$ cat src/rtl/control_unit_pkg.sv
// Shared definitions for the hardwired control unit: opcodes, state encoding,
// the control-word layout and opcode classification helpers.
package control_unit_pkg;

    localparam logic [4:0] OP_LD   = 5'b00000;
    localparam logic [4:0] OP_LDI  = 5'b00001;
    localparam logic [4:0] OP_ST   = 5'b00010;
    localparam logic [4:0] OP_ADD  = 5'b00011;
    localparam logic [4:0] OP_SUB  = 5'b00100;
    localparam logic [4:0] OP_AND  = 5'b00101;
    localparam logic [4:0] OP_OR   = 5'b00110;
    localparam logic [4:0] OP_ROR  = 5'b00111;
    localparam logic [4:0] OP_ROL  = 5'b01000;
    localparam logic [4:0] OP_SHR  = 5'b01001;
    localparam logic [4:0] OP_SHRA = 5'b01010;
    localparam logic [4:0] OP_SHL  = 5'b01011;
    localparam logic [4:0] OP_ADDI = 5'b01100;
    localparam logic [4:0] OP_ANDI = 5'b01101;
    localparam logic [4:0] OP_ORI  = 5'b01110;
    localparam logic [4:0] OP_DIV  = 5'b01111;
    localparam logic [4:0] OP_MUL  = 5'b10000;
    localparam logic [4:0] OP_NEG  = 5'b10001;
    localparam logic [4:0] OP_NOT  = 5'b10010;
    localparam logic [4:0] OP_BR   = 5'b10011;
    localparam logic [4:0] OP_JR   = 5'b10101;
    localparam logic [4:0] OP_IN   = 5'b10110;
    localparam logic [4:0] OP_OUT  = 5'b10111;
    localparam logic [4:0] OP_MFLO = 5'b11000;
    localparam logic [4:0] OP_MFHI = 5'b11001;
    localparam logic [4:0] OP_NOP  = 5'b11010;
    localparam logic [4:0] OP_HALT = 5'b11011;

    localparam logic [4:0] ALU_ADD = OP_ADD;

    localparam logic [3:0] ST_T0   = 4'd0;
    localparam logic [3:0] ST_T1   = 4'd1;
    localparam logic [3:0] ST_T2   = 4'd2;
    localparam logic [3:0] ST_T3   = 4'd3;
    localparam logic [3:0] ST_T4   = 4'd4;
    localparam logic [3:0] ST_T5   = 4'd5;
    localparam logic [3:0] ST_T6   = 4'd6;
    localparam logic [3:0] ST_T7   = 4'd7;
    localparam logic [3:0] ST_HALT = 4'd8;

    typedef enum logic [3:0] {
        CLS_RR, CLS_IMM, CLS_UNARY, CLS_MULDIV, CLS_LD, CLS_LDI, CLS_ST,
        CLS_BR, CLS_JR, CLS_MFHI, CLS_MFLO, CLS_IN, CLS_OUT, CLS_NOP, CLS_HALT
    } op_class_t;

    typedef struct packed {
        logic       gra;
        logic       grb;
        logic       grc;
        logic       rin;
        logic       rout;
        logic       ba_out;
        logic       hi_in;
        logic       hi_out;
        logic       lo_in;
        logic       lo_out;
        logic       z_in;
        logic       z_high_out;
        logic       z_low_out;
        logic       y_in;
        logic       mdr_in;
        logic       mdr_out;
        logic       mar_in;
        logic       pc_in;
        logic       pc_out;
        logic       ir_in;
        logic       inc_pc;
        logic       c_out;
        logic       read;
        logic       ram_write;
        logic       con_in;
        logic       in_port_out;
        logic       out_port_in;
        logic [4:0] alu_op;
    } ctrl_t;

    function automatic ctrl_t ctrl_idle();
        ctrl_t c;
        c        = '0;
        c.alu_op = ALU_ADD;
        return c;
    endfunction

    // Unassigned opcodes (including 10100) execute as nop.
    function automatic op_class_t op_class(input logic [4:0] op);
        case (op)
            OP_ADD, OP_SUB, OP_AND, OP_OR, OP_ROR, OP_ROL,
            OP_SHR, OP_SHRA, OP_SHL:     return CLS_RR;
            OP_ADDI, OP_ANDI, OP_ORI:    return CLS_IMM;
            OP_NEG, OP_NOT:              return CLS_UNARY;
            OP_MUL, OP_DIV:              return CLS_MULDIV;
            OP_LD:                       return CLS_LD;
            OP_LDI:                      return CLS_LDI;
            OP_ST:                       return CLS_ST;
            OP_BR:                       return CLS_BR;
            OP_JR:                       return CLS_JR;
            OP_MFHI:                     return CLS_MFHI;
            OP_MFLO:                     return CLS_MFLO;
            OP_IN:                       return CLS_IN;
            OP_OUT:                      return CLS_OUT;
            OP_HALT:                     return CLS_HALT;
            default:                     return CLS_NOP;
        endcase
    endfunction

    function automatic logic [3:0] last_step(input op_class_t cls);
        case (cls)
            CLS_RR, CLS_IMM, CLS_LDI:            return ST_T5;
            CLS_UNARY:                           return ST_T4;
            CLS_MULDIV, CLS_BR:                  return ST_T6;
            CLS_LD, CLS_ST:                      return ST_T7;
            CLS_JR, CLS_MFHI, CLS_MFLO,
            CLS_IN, CLS_OUT:                     return ST_T3;
            default:                             return ST_T2;
        endcase
    endfunction

endpackage

$ cat src/rtl/cu_step_decode.sv
// Pure combinational map from {state, opcode, con} to the full control word.
// con only reaches pc_in in the branch writeback step.
module cu_step_decode
    import control_unit_pkg::*;
(
    input  logic [3:0] i_state,
    input  logic [4:0] i_opcode,
    input  logic       i_con,
    output ctrl_t      o_ctrl
);

    op_class_t w_class;
    ctrl_t     w_ctrl;

    assign w_class = op_class(i_opcode);
    assign o_ctrl  = w_ctrl;

    always_comb begin
        w_ctrl = ctrl_idle();
        case (i_state)
            ST_T0: begin
                w_ctrl.pc_out = 1'b1; w_ctrl.mar_in = 1'b1;
                w_ctrl.inc_pc = 1'b1; w_ctrl.z_in   = 1'b1;
            end
            ST_T1: begin
                w_ctrl.z_low_out = 1'b1; w_ctrl.pc_in  = 1'b1;
                w_ctrl.read      = 1'b1; w_ctrl.mdr_in = 1'b1;
            end
            ST_T2: begin
                w_ctrl.mdr_out = 1'b1; w_ctrl.ir_in = 1'b1;
            end
            ST_T3: begin
                case (w_class)
                    CLS_RR, CLS_IMM: begin
                        w_ctrl.grb = 1'b1; w_ctrl.rout = 1'b1; w_ctrl.y_in = 1'b1;
                    end
                    CLS_UNARY: begin
                        w_ctrl.grb = 1'b1; w_ctrl.rout = 1'b1; w_ctrl.z_in = 1'b1;
                        w_ctrl.alu_op = i_opcode;
                    end
                    CLS_MULDIV: begin
                        w_ctrl.gra = 1'b1; w_ctrl.rout = 1'b1; w_ctrl.y_in = 1'b1;
                    end
                    CLS_LD, CLS_LDI, CLS_ST: begin
                        w_ctrl.grb = 1'b1; w_ctrl.ba_out = 1'b1; w_ctrl.y_in = 1'b1;
                    end
                    CLS_BR: begin
                        w_ctrl.gra = 1'b1; w_ctrl.rout = 1'b1; w_ctrl.con_in = 1'b1;
                    end
                    CLS_JR: begin
                        w_ctrl.gra = 1'b1; w_ctrl.rout = 1'b1; w_ctrl.pc_in = 1'b1;
                    end
                    CLS_MFHI: begin
                        w_ctrl.hi_out = 1'b1; w_ctrl.gra = 1'b1; w_ctrl.rin = 1'b1;
                    end
                    CLS_MFLO: begin
                        w_ctrl.lo_out = 1'b1; w_ctrl.gra = 1'b1; w_ctrl.rin = 1'b1;
                    end
                    CLS_IN: begin
                        w_ctrl.in_port_out = 1'b1; w_ctrl.gra = 1'b1; w_ctrl.rin = 1'b1;
                    end
                    CLS_OUT: begin
                        w_ctrl.gra = 1'b1; w_ctrl.rout = 1'b1; w_ctrl.out_port_in = 1'b1;
                    end
                    default: ;
                endcase
            end
            ST_T4: begin
                case (w_class)
                    CLS_RR: begin
                        w_ctrl.grc = 1'b1; w_ctrl.rout = 1'b1; w_ctrl.z_in = 1'b1;
                        w_ctrl.alu_op = i_opcode;
                    end
                    CLS_IMM: begin
                        w_ctrl.c_out = 1'b1; w_ctrl.z_in = 1'b1;
                        w_ctrl.alu_op = i_opcode;
                    end
                    CLS_UNARY: begin
                        w_ctrl.z_low_out = 1'b1; w_ctrl.gra = 1'b1; w_ctrl.rin = 1'b1;
                    end
                    CLS_MULDIV: begin
                        w_ctrl.grb = 1'b1; w_ctrl.rout = 1'b1; w_ctrl.z_in = 1'b1;
                        w_ctrl.alu_op = i_opcode;
                    end
                    CLS_LD, CLS_LDI, CLS_ST: begin
                        w_ctrl.c_out = 1'b1; w_ctrl.z_in = 1'b1;
                    end
                    CLS_BR: begin
                        w_ctrl.pc_out = 1'b1; w_ctrl.y_in = 1'b1;
                    end
                    default: ;
                endcase
            end
            ST_T5: begin
                case (w_class)
                    CLS_RR, CLS_IMM, CLS_LDI: begin
                        w_ctrl.z_low_out = 1'b1; w_ctrl.gra = 1'b1; w_ctrl.rin = 1'b1;
                    end
                    CLS_MULDIV: begin
                        w_ctrl.z_low_out = 1'b1; w_ctrl.lo_in = 1'b1;
                    end
                    CLS_LD, CLS_ST: begin
                        w_ctrl.z_low_out = 1'b1; w_ctrl.mar_in = 1'b1;
                    end
                    CLS_BR: begin
                        w_ctrl.c_out = 1'b1; w_ctrl.z_in = 1'b1;
                    end
                    default: ;
                endcase
            end
            ST_T6: begin
                case (w_class)
                    CLS_MULDIV: begin
                        w_ctrl.z_high_out = 1'b1; w_ctrl.hi_in = 1'b1;
                    end
                    CLS_LD: begin
                        w_ctrl.read = 1'b1; w_ctrl.mdr_in = 1'b1;
                    end
                    CLS_ST: begin
                        w_ctrl.gra = 1'b1; w_ctrl.rout = 1'b1; w_ctrl.mdr_in = 1'b1;
                    end
                    CLS_BR: begin
                        w_ctrl.z_low_out = 1'b1; w_ctrl.pc_in = i_con;
                    end
                    default: ;
                endcase
            end
            ST_T7: begin
                case (w_class)
                    CLS_LD: begin
                        w_ctrl.mdr_out = 1'b1; w_ctrl.gra = 1'b1; w_ctrl.rin = 1'b1;
                    end
                    CLS_ST:  w_ctrl.ram_write = 1'b1;
                    default: ;
                endcase
            end
            default: ;
        endcase
    end

endmodule

$ cat src/rtl/control_unit.sv
// Hardwired control unit: state register and sequencing only; the control
// word for each step comes from cu_step_decode.
module control_unit (
    input  logic        clock,
    input  logic        clear,
    input  logic [31:0] ir,
    input  logic        con,
    input  logic        stop,
    output logic        Gra,
    output logic        Grb,
    output logic        Grc,
    output logic        Rin,
    output logic        Rout,
    output logic        BAout,
    output logic        HIin,
    output logic        HIout,
    output logic        LOin,
    output logic        LOout,
    output logic        Zin,
    output logic        Zhighout,
    output logic        Zlowout,
    output logic        Yin,
    output logic        MDRin,
    output logic        MDRout,
    output logic        MARin,
    output logic        PCin,
    output logic        PCout,
    output logic        IRin,
    output logic        IncPC,
    output logic        Cout,
    output logic        read,
    output logic        RAMwrite,
    output logic        CONin,
    output logic        InPortout,
    output logic        OutPortin,
    output logic [4:0]  alu_op,
    output logic        run
);
    import control_unit_pkg::*;

    logic [3:0] r_state;
    logic [3:0] w_state_next;
    op_class_t  w_class;
    ctrl_t      w_ctrl;
    ctrl_t      w_out;
    logic       w_unused_ir;

    assign w_class     = op_class(ir[31:27]);
    assign w_unused_ir = ^ir[26:0];

    // The opcode is taken from ir while in T2; it must already hold the word being fetched.
    always_comb begin
        w_state_next = r_state;
        case (r_state)
            ST_T0: w_state_next = ST_T1;
            ST_T1: w_state_next = ST_T2;
            ST_T2: begin
                if (stop || (w_class == CLS_HALT))
                    w_state_next = ST_HALT;
                else if (w_class == CLS_NOP)
                    w_state_next = ST_T0;
                else
                    w_state_next = ST_T3;
            end
            ST_T3, ST_T4, ST_T5, ST_T6, ST_T7: begin
                if (r_state == last_step(w_class))
                    w_state_next = ST_T0;
                else
                    w_state_next = r_state + 4'd1;
            end
            ST_HALT: w_state_next = ST_HALT;
            default: w_state_next = ST_T0;
        endcase
    end

    always_ff @(posedge clock) begin
        if (!clear)
            r_state <= ST_T0;
        else
            r_state <= w_state_next;
    end

    cu_step_decode u_step_decode (
        .i_state  (r_state),
        .i_opcode (ir[31:27]),
        .i_con    (con),
        .o_ctrl   (w_ctrl)
    );

    // Holding clear low masks the whole control word, so nothing fires during reset.
    assign w_out = clear ? w_ctrl : ctrl_idle();
    assign run   = clear && (r_state != ST_HALT);

    assign Gra       = w_out.gra;
    assign Grb       = w_out.grb;
    assign Grc       = w_out.grc;
    assign Rin       = w_out.rin;
    assign Rout      = w_out.rout;
    assign BAout     = w_out.ba_out;
    assign HIin      = w_out.hi_in;
    assign HIout     = w_out.hi_out;
    assign LOin      = w_out.lo_in;
    assign LOout     = w_out.lo_out;
    assign Zin       = w_out.z_in;
    assign Zhighout  = w_out.z_high_out;
    assign Zlowout   = w_out.z_low_out;
    assign Yin       = w_out.y_in;
    assign MDRin     = w_out.mdr_in;
    assign MDRout    = w_out.mdr_out;
    assign MARin     = w_out.mar_in;
    assign PCin      = w_out.pc_in;
    assign PCout     = w_out.pc_out;
    assign IRin      = w_out.ir_in;
    assign IncPC     = w_out.inc_pc;
    assign Cout      = w_out.c_out;
    assign read      = w_out.read;
    assign RAMwrite  = w_out.ram_write;
    assign CONin     = w_out.con_in;
    assign InPortout = w_out.in_port_out;
    assign OutPortin = w_out.out_port_in;
    assign alu_op    = w_out.alu_op;

endmodule

$ cat config.mk
export PLATFORM = sky130hd
export DESIGN_NAME = control_unit
export DESIGN_NICKNAME = d
export VERILOG_FILES = /design/src/rtl/control_unit_pkg.sv /design/src/rtl/cu_step_decode.sv /design/src/rtl/control_unit.sv
export SDC_FILE = /design/constraint.sdc
export NUM_CORES = 1
export LEC_CHECK = 0
export ABC_CLOCK_PERIOD_IN_PS = 5300
export CAP_MARGIN = 0
export CELL_PAD_IN_SITES_DETAIL_PLACEMENT = 0
export CELL_PAD_IN_SITES_GLOBAL_PLACEMENT = 1
export CORE_MARGIN = 8
export CORE_UTILIZATION = 28
export CTS_CLUSTER_DIAMETER = 60
export DETAILED_ROUTE_END_ITERATION = 8
export GPL_ROUTABILITY_DRIVEN = 1
export PLACE_DENSITY_LB_ADDON = 0.08
export SLEW_MARGIN = 20
export SYNTH_ARGS = -nofsm -noshare
export SYNTH_HDL_FRONTEND = slang
export SYNTH_HIERARCHICAL = 1
export SYNTH_SLANG_ARGS = --single-unit
$ cat constraint.sdc
create_clock -name clock -period 5.3 [get_ports clock]
set_clock_uncertainty 0.2 [all_clocks]
set_input_delay 1.06 -clock clock [delete_from_list [all_inputs] [get_ports clock]]
set_output_delay 1.06 -clock clock [all_outputs]
set_load 0.01 [all_outputs]
==> results of run 1 <==
[cells by family after synthesis]
group                    after synthesis  share of synthesized area
multiplexers                           7                     0.0450
AND/OR/NAND/NOR                      149                      0.470
adder cells (fa/ha/maj)               14                      0.102
buffers and inverters                 29                     0.0871
AO/OA/AOI/OAI                         53                      0.230
XOR/XNOR                               4                     0.0203
flip-flops                             4                     0.0464
[per-layer routing]
| layer | track usage | wire length, µm |
|---|---|---|
| met3 | 0.0111 | 203 |
| met2 | 0.213 | 2500 |
| met1 | 0.160 | 2560 |
| met4 | 0.00910 | 0 |
| met5 | 0 | 0 |
[through the flow]
| stage | worst slack, ns | instances | area [µm²] |
|---|---|---|---|
| CTS | 0.133 | 377 | 2270 |
| global route | 0.00288 | 377 | 2310 |
| global placement | 0.154 | 374 | 2230 |
| detailed placement | 0.140 | 374 | 2230 |
| finish | 0.138 | 377 | 2310 |
| floorplan | 1.42 | 260 | 1720 |
[final timing paths]
check	start	to	slack, ns	cells past startpoint
max	ir[27]	Grc	0.14	11
min	r_state[2]$_SDFF_PN0_	r_state[2]$_SDFF_PN0_	0.56	3
max reg2reg	r_state[0]$_SDFF_PN0_	r_state[3]$_SDFF_PN0_	2.75	7
min reg2reg	r_state[2]$_SDFF_PN0_	r_state[2]$_SDFF_PN0_	0.56	3
[synth_stat cells, types with 2 or more instances]
cell type	count
nand3b_1	5
buf_4	3
dfxtp_1	4
o21ai_0	16
xnor2_1	3
o21a_1	3
nor2_1	19
and4_1	2
a21oi_1	6
ha_1	14
nand3_1	20
mux2i_1	3
o211ai_1	2
nand2b_1	11
o21ai_1	3
inv_1	12
clkbuf_1	4
mux2_2	2
nor3_1	20
nand2_1	24
a211oi_1	2
o21ai_2	4
and2_1	36
buf_2	6
buf_6	3
[power groups by stage]
stage / Combinational, µW / Clock [µW] / Sequential (µW)
2_1_floorplan: 218 / 0 / 57.2
3_3_place_gp: 333 / 0 / 67.0
3_5_place_dp: 330 / 0 / 66.6
4_1_cts: 331 / 64.8 / 66.2
5_1_grt: 373 / 67.6 / 70.4
6_report: 330 / 63.0 / 65.5
[placed cells by master, fill, tap and decap left out, types with 2 or more instances in the layout]
cell,n
a211oi_1,2
a21oi_1,6
and2_1,36
buf_4,14
clkbuf_8,3
clkdlybuf4s50_1,40
dfxtp_1,4
ha_1,13
inv_1,12
mux2_2,2
mux2i_1,3
nand2_1,24
nand2b_1,11
nand3_1,19
nand3b_1,5
nor2_1,18
nor2_2,2
nor3_1,20
o211ai_1,2
o21a_1,3
o21ai_0,16
o21ai_1,3
o21ai_2,4
xnor2_1,3
[worst max-delay path, cell delays in order]
cell             delay (ns)
clkdlybuf4s50_1        0.54
inv_1                  0.14
ha_1                   0.25
o21a_1                 0.19
o21ai_2                0.12
and4_4                 0.27
buf_4                  0.18
nand2_1                0.18
nor3_1                 0.29
and2_1                 0.16
clkdlybuf4s50_1        0.53
[area by class of cell]
| class | instances | area (µm²) | share of cell area |
|---|---|---|---|
| Clock buffer | 3 | 41.3 | 0.0179 |
| Inverter | 13 | 48.8 | 0.0212 |
| Multi-Input combinational cell | 227 | 1520 | 0.661 |
| Sequential cell | 4 | 80.1 | 0.0347 |
| Tap cell | 75 | 93.8 | 0.0407 |
| Timing Repair Buffer | 55 | 518 | 0.225 |
[what timing repair did]
action / in CTS / in global routing
resized for setup: 0 / 7
endpoints found under the setup margin: 0 / 8
setup buffers: 0 / 0
==> impl_metrics.ini, run 1 <==
[setup_path]
cp.required_ns = 4.04
worst_ep_arrival_time_ns = 3.90
critPathMaxFanout = 10
startpoint_type = primary input
crit_type = in -> out
end_kind = output port

[global_route]
grt_first_pass_wirelength_um = 9090
grt_start_max_net_pins = 36
track_usage = 0.121
first_global_vias = 1866
antenna_found_initial = 0
grt-ovfl-total = 0

[clock_tree]
clk_latency_ns = 0.21
cts.clk_slew.worst_paths_ns = 0.03
numClockSinks = 4
cts_tree = yes
cts_buffers = 3
ctsHoldBuffers = 0
cts_buffer_depth = 2
htreeDepth = 1
cts-root-buf = clkbuf_8

[drt]
firstDrtPassIters = 4
drtIter0Drc = 44
viasPerCell = 5.01
drt_wl_total_um = 5260
avgRoutedWirePerCell_um = 14.0
drc = 0
vias = 1887
ant_nets = 0

[sta]
slew_headroom = 0.403
max_freq_ghz = 0.194
finalCriticalPeriod_ns = 5.16
rsz0062_at_grt = no
period_share = 0.974
fin_hold_ws_ns = 0.559
finalMaxSlewViolations = 0
worstMarginPinSlew_ns = 0.893
setup_violations = 0
hold_viol = 0
tns_ns = 0

[power_and_ir_drop]
vdd_drop_max_mv = 0.263
combinationalPowerShare = 0.720
switching_share = 0.469
p_int_uw = 244
pwr_density_cell_nw_per_um2 = 199
power_frac_seq = 0.143
clockPowerShare = 0.137
p_leak_uw = 0.000898
p_total_uw = 459
switchingPower_uw = 215

[die]
ios = 69
start_util = 0.291
die_y_um = 94.5
die-width_um = 94.5
rows = 28
core_region_area_um2 = 5920
die_area_um2 = 8920

[min_path]
hp-class = reg -> reg

[yosys]
synth_largest_area_cell = and2_1
synth_warnings = 6
synth_area_leaders = and2_1, ha_1, nand3_1, nor3_1, nand2_1
syn_avg_cell_area_um2 = 6.63
synth_cell_type_count = 58
synth_ff_type = dfxtp_1
ys_seq_area_frac = 0.0464
synthesis.nets = 310
synth_area_um2 = 1720
netlist_instances = 260
synth_seq_cells = 4
synth-edff-count = 0
ys_async_sr_fraction = 0
synth_top_area_frac = 0.131

[placed_design]
dp_hpwl_um = 4240
port_buffers = 41
gp_congestion = 0.874

[outcome]
status = complete, no violations

[cells_and_area]
fin_nets = 354
largest_register_ffs = 4
num-fill-cells = 642
reg_top3 = r_state (4)
area_growth_pct = 33.7
drive_gt1_frac = 0.146
final_util = 0.389
regMostFlops = r_state
antenna_cells = 0

[flow_run]
drv_cap = 0
Note: power is estimated with default switching activity, not from simulation.
==> run 2, diff against run 1 <==
Settings changed: TNS_END_PERCENT set to 10.
==> impl_metrics.ini, run 2 (synthesized netlist as in run 1, its figures left out) <==
[die]
core_region_area_um2 = 5920
ios = 69
start_util = 0.291
die_area_um2 = 8920
rows = 28
die_y_um = 94.5
die-width_um = 94.5

[sta]
period_share = 0.965
worstMarginPinSlew_ns = 0.888
slew_headroom = 0.406
finalMaxSlewViolations = 0
rsz0062_at_grt = yes
setup_violations = 0
max_freq_ghz = 0.196
hold_viol = 0
finalCriticalPeriod_ns = 5.11
tns_ns = 0

[min_path]
hold_end = r_state[2]$_SDFF_PN0_
whs_path_depth = 3
holdCritStartpoint = r_state[2]$_SDFF_PN0_
hp-class = reg -> reg

[cells_and_area]
antenna_cells = 0
drive_gt1_frac = 0.142
reg_top3 = r_state (4)
fin_nets = 354
area_growth_pct = 32.9
largest_register_ffs = 4
regArea_um2 = 80.1
num-fill-cells = 642
multi_input_area_um2 = 1510
regMostFlops = r_state
stdcell_area_um2 = 2290
final_common_cell = clkdlybuf4s50_1
final_cell_mix = clkdlybuf4s50_1, and2_1, nand2_1, nor3_1, nand3_1

[setup_path]
critPathMaxFanout = 10
end_kind = output port
crit_type = in -> out
reg2reg_from = r_state[0]$_SDFF_PN0_
startpoint = ir[27]
cp.required_ns = 4.04
rr_endpoint = r_state[3]$_SDFF_PN0_
r2r_slack_ns = 2.78
reg2reg_depth = 7
worst_ep_arrival_time_ns = 3.85
startpoint_type = primary input

[drt]
avgRoutedWirePerCell_um = 13.9
drc = 0
ant_nets = 0
drt_wl_total_um = 5240
drtIter0Drc = 49
vias = 1869
firstDrtPassIters = 4
viasPerCell = 4.96

[global_route]
grt-ovfl-total = 0
grt_first_pass_wirelength_um = 9090
antenna_found_initial = 0
track_usage = 0.121
first_global_vias = 1866
grt_start_max_net_pins = 36

[clock_tree]
htreeDepth = 1
postCtsSetupBuffers = 0
clk_latency_ns = 0.21
cts_tree = yes
cts-root-buf = clkbuf_8
cts.clk_slew.worst_paths_ns = 0.03
cts_buffer_depth = 2
cts_buffers = 3
numClockSinks = 4

[placed_design]
placed_area_um2 = 2230
dp_hpwl_um = 4240
gp_congestion = 0.874
port_buffers = 41

[power_and_ir_drop]
vdd_drop_max_mv = 0.263
pwr_density_cell_nw_per_um2 = 199
p_leak_uw = 0.000896

[flow_run]
drv_cap = 0

[outcome]
status = complete, no violations
run 2: cell counts in the layout (fill, tap and decap cells not counted):
Identical to the previous run, type by type.
run 2: how the worst max path moves through the flow:
stage	to	cells past startpoint
after CTS	Grc	11
after global routing	alu_op[4]	11
after global placement	Grc	11
final	Grc	11
after detailed placement	Grc	11
after floorplan	Gra	9
run 2: what timing repair did:
item,in CTS,in global routing
endpoints found under the setup margin,0,8
resized for setup,0,5
hold buffers,0,0
run 2: final cells by class:
| class | count | share of cell area |
|---|---|---|
| Clock buffer | 3 | 0.0180 |
| Inverter | 13 | 0.0213 |
| Multi-Input combinational cell | 227 | 0.659 |
| Sequential cell | 4 | 0.0349 |
| Tap cell | 75 | 0.0409 |
| Timing Repair Buffer | 55 | 0.226 |
run 2: per-stage QoR:
| stage | setup slack [ns] | util | power [µW] | hold slack [ns] | cells |
|---|---|---|---|---|---|
| global route | -0.00135 | 0.387 | 509 | 0.613 | 377 |
| CTS | 0.133 | 0.384 | 462 | 0.567 | 377 |
| floorplan | 1.42 | - | 275 | 0.473 | 260 |
| global placement | 0.154 | 0.377 | 400 | 0.564 | 374 |
| finish | 0.187 | 0.387 | 456 | 0.556 | 377 |
| detailed placement | 0.140 | 0.377 | 396 | 0.563 | 374 |
run 2: power by group:
part	total, µW	internal (µW)	leakage (µW)	switching, µW
combinational	328	155	0.000841	173
sequential	65.2	38.9	0.0000327	26.3
clock	63.1	48.3	0.0000216	14.8
run 2: metal layers:
metal / up-vias / global-route usage / wire (µm)
li1: 997 / - / -
met4: 0 / 0.00910 / 0
met5: - / 0 / 0
met3: 0 / 0.0111 / 219
met1: 835 / 0.160 / 2530
met2: 37 / 0.213 / 2490
run 2: worst max-delay path: stages:
cell	delay, ns
clkdlybuf4s50_1	0.52
inv_1	0.11
ha_1	0.23
o21a_1	0.18
o21ai_2	0.12
and4_2	0.29
buf_4	0.18
nand2_1	0.18
nor3_1	0.29
and2_1	0.15
clkdlybuf4s50_1	0.53
==> run 3, diff against run 2 <==
Settings changed: CORE_MARGIN 8 to 1.5, CORE_UTILIZATION 28 to 32.
==> impl_metrics.ini, run 3 (synthesized netlist as in run 1, its figures left out) <==
[setup_path]
endpoint = Gra
rr_endpoint = r_state[3]$_SDFF_PN0_
cp_common_cell = clkdlybuf4s50_1
crit_type = in -> out
reg2reg_from = r_state[0]$_SDFF_PN0_
critPathMaxFanout = 6
worst_ep_arrival_time_ns = 3.86
startpoint = ir[27]
end_kind = output port
worstPathCellList = clkdlybuf4s50_1 -> inv_1 -> ha_1 -> o21a_1 -> o21ai_2 -> and4_1 -> nand2_1 -> or3_4 -> o2111ai_2 -> and2_1 -> clkdlybuf4s50_1
r2r_slack_ns = 2.71
slowest_stage = clkdlybuf4s50_1
cp.required_ns = 4.04
reg2reg_depth = 7
startpoint_type = primary input
cpPeakStageDelay_ns = 0.53

[drt]
drtIter0Drc = 131
avgRoutedWirePerCell_um = 13.0
viasPerCell = 5.15
drc = 0
firstDrtPassIters = 4
ant_nets = 0
drt_wl_total_um = 4800
vias = 1902

[placed_design]
dp_hpwl_um = 3830
gp_congestion = 0.846
port_buffers = 41
placed_area_um2 = 2200
pre_cts_slack_ns = 0.159

[power_and_ir_drop]
p_total_uw = 455
vdd_drop_max_mv = 0.339
p_leak_uw = 0.000875
pwr_density_cell_nw_per_um2 = 201

[sta]
slew_headroom = 0.429
setup_violations = 0
fin_hold_ws_ns = 0.569
finalMaxSlewViolations = 0
rsz0062_at_grt = yes
hold_viol = 0
setup_ws_ns = 0.177
max_freq_ghz = 0.195
worstMarginPinSlew_ns = 0.854
finalCriticalPeriod_ns = 5.12
period_share = 0.967

[clock_tree]
cts_buffer_depth = 2
cts-root-buf = clkbuf_8
numClockSinks = 4
cts.clk_slew.worst_paths_ns = 0.03
clk_latency_ns = 0.21
cts_tree = yes
ctsHoldBuffers = 0
htreeDepth = 1
cts_buffers = 3

[global_route]
antenna_found_initial = 0
first_global_vias = 1835
grt_start_max_net_pins = 36
track_usage = 0.174
grt-ovfl-total = 0
grt_first_pass_wirelength_um = 8670

[cells_and_area]
antenna_cells = 0
final_cell_mix = clkdlybuf4s50_1, and2_1, nand2_1, nand3_1, nor3_1
final_common_cell = clkdlybuf4s50_1
multi_input_area_um2 = 1510
fin_nets = 351
regMostFlops = r_state
num-fill-cells = 592
largest_register_ffs = 4
reg_top3 = r_state (4)
regArea_um2 = 80.1
stdcell_area_um2 = 2260
area_growth_pct = 31.3
drive_gt1_frac = 0.124

[die]
rows = 26
core_region_area_um2 = 5140
ios = 69
die_y_um = 76.4
start_util = 0.335
die-width_um = 76.4
die_area_um2 = 5840

[min_path]
hp-class = reg -> reg

[outcome]
status = complete, no violations

[flow_run]
drv_cap = 0
==> run 3: cell count changes in the layout (fill, tap and decap cells not counted), sizes merged <==
cell / before / now
buf: 14 / 11
dlymetal6s2s: 1 / 0
clkdlybuf4s50: 40 / 41
==> run 3: power by group <==
part	switching, µW	internal, µW	total [µW]
sequential	27.9	38.9	66.8
combinational	172	155	326
clock	13.4	48.2	61.6
==> run 3: final cells by class <==
| class | instances | area share |
|---|---|---|
| Multi-Input combinational cell | 227 | 0.669 |
| Timing Repair Buffer | 52 | 0.218 |
| Tap cell | 70 | 0.0387 |
| Sequential cell | 4 | 0.0354 |
| Inverter | 13 | 0.0215 |
| Clock buffer | 3 | 0.0182 |
==> run 3: critical path: cells and delay by family <==
family | cells | cell delay [ns]
simple gates | 4 | 0.98
fa+ha+maj | 1 | 0.23
buf+inv | 3 | 1.10
compound gates | 3 | 0.48
==> run 3: layer usage <==
layer | up-vias | track usage | share of wire
met5 | - | 0 | 0
met4 | 0 | 0.00556 | 0
met3 | 0 | 0.0180 | 0.026
met2 | 32 | 0.318 | 0.49
met1 | 883 | 0.230 | 0.48
li1 | 987 | - | -
==> run 3: worst min path at each step <==
stage / start / endpoint / slack, ns / cells after the start
4_1_cts: r_state[2]$_SDFF_PN0_ / r_state[2]$_SDFF_PN0_ / 0.57 / 3
3_5_place_dp: r_state[2]$_SDFF_PN0_ / r_state[3]$_SDFF_PN0_ / 0.57 / 2
6_report: r_state[2]$_SDFF_PN0_ / r_state[3]$_SDFF_PN0_ / 0.57 / 2
2_1_floorplan: r_state[0]$_SDFF_PN0_ / r_state[0]$_SDFF_PN0_ / 0.47 / 1
3_3_place_gp: r_state[2]$_SDFF_PN0_ / r_state[2]$_SDFF_PN0_ / 0.55 / 3
5_1_grt: r_state[2]$_SDFF_PN0_ / r_state[3]$_SDFF_PN0_ / 0.61 / 2
==> run 3: timing repair <==
action,4_1_cts,5_1_grt
hold endpoints to repair,0,0
buffers inserted,0,0
resized for setup,0,3
setup endpoints to repair,0,5
==> run 3: metrics by stage <==
step                cells  TNS (ns)   util
floorplan             260         0      -
global placement      366         0  0.429
detailed placement    366         0  0.429
CTS                   369         0  0.437
global route          369   -0.0214  0.441
finish                369         0  0.441
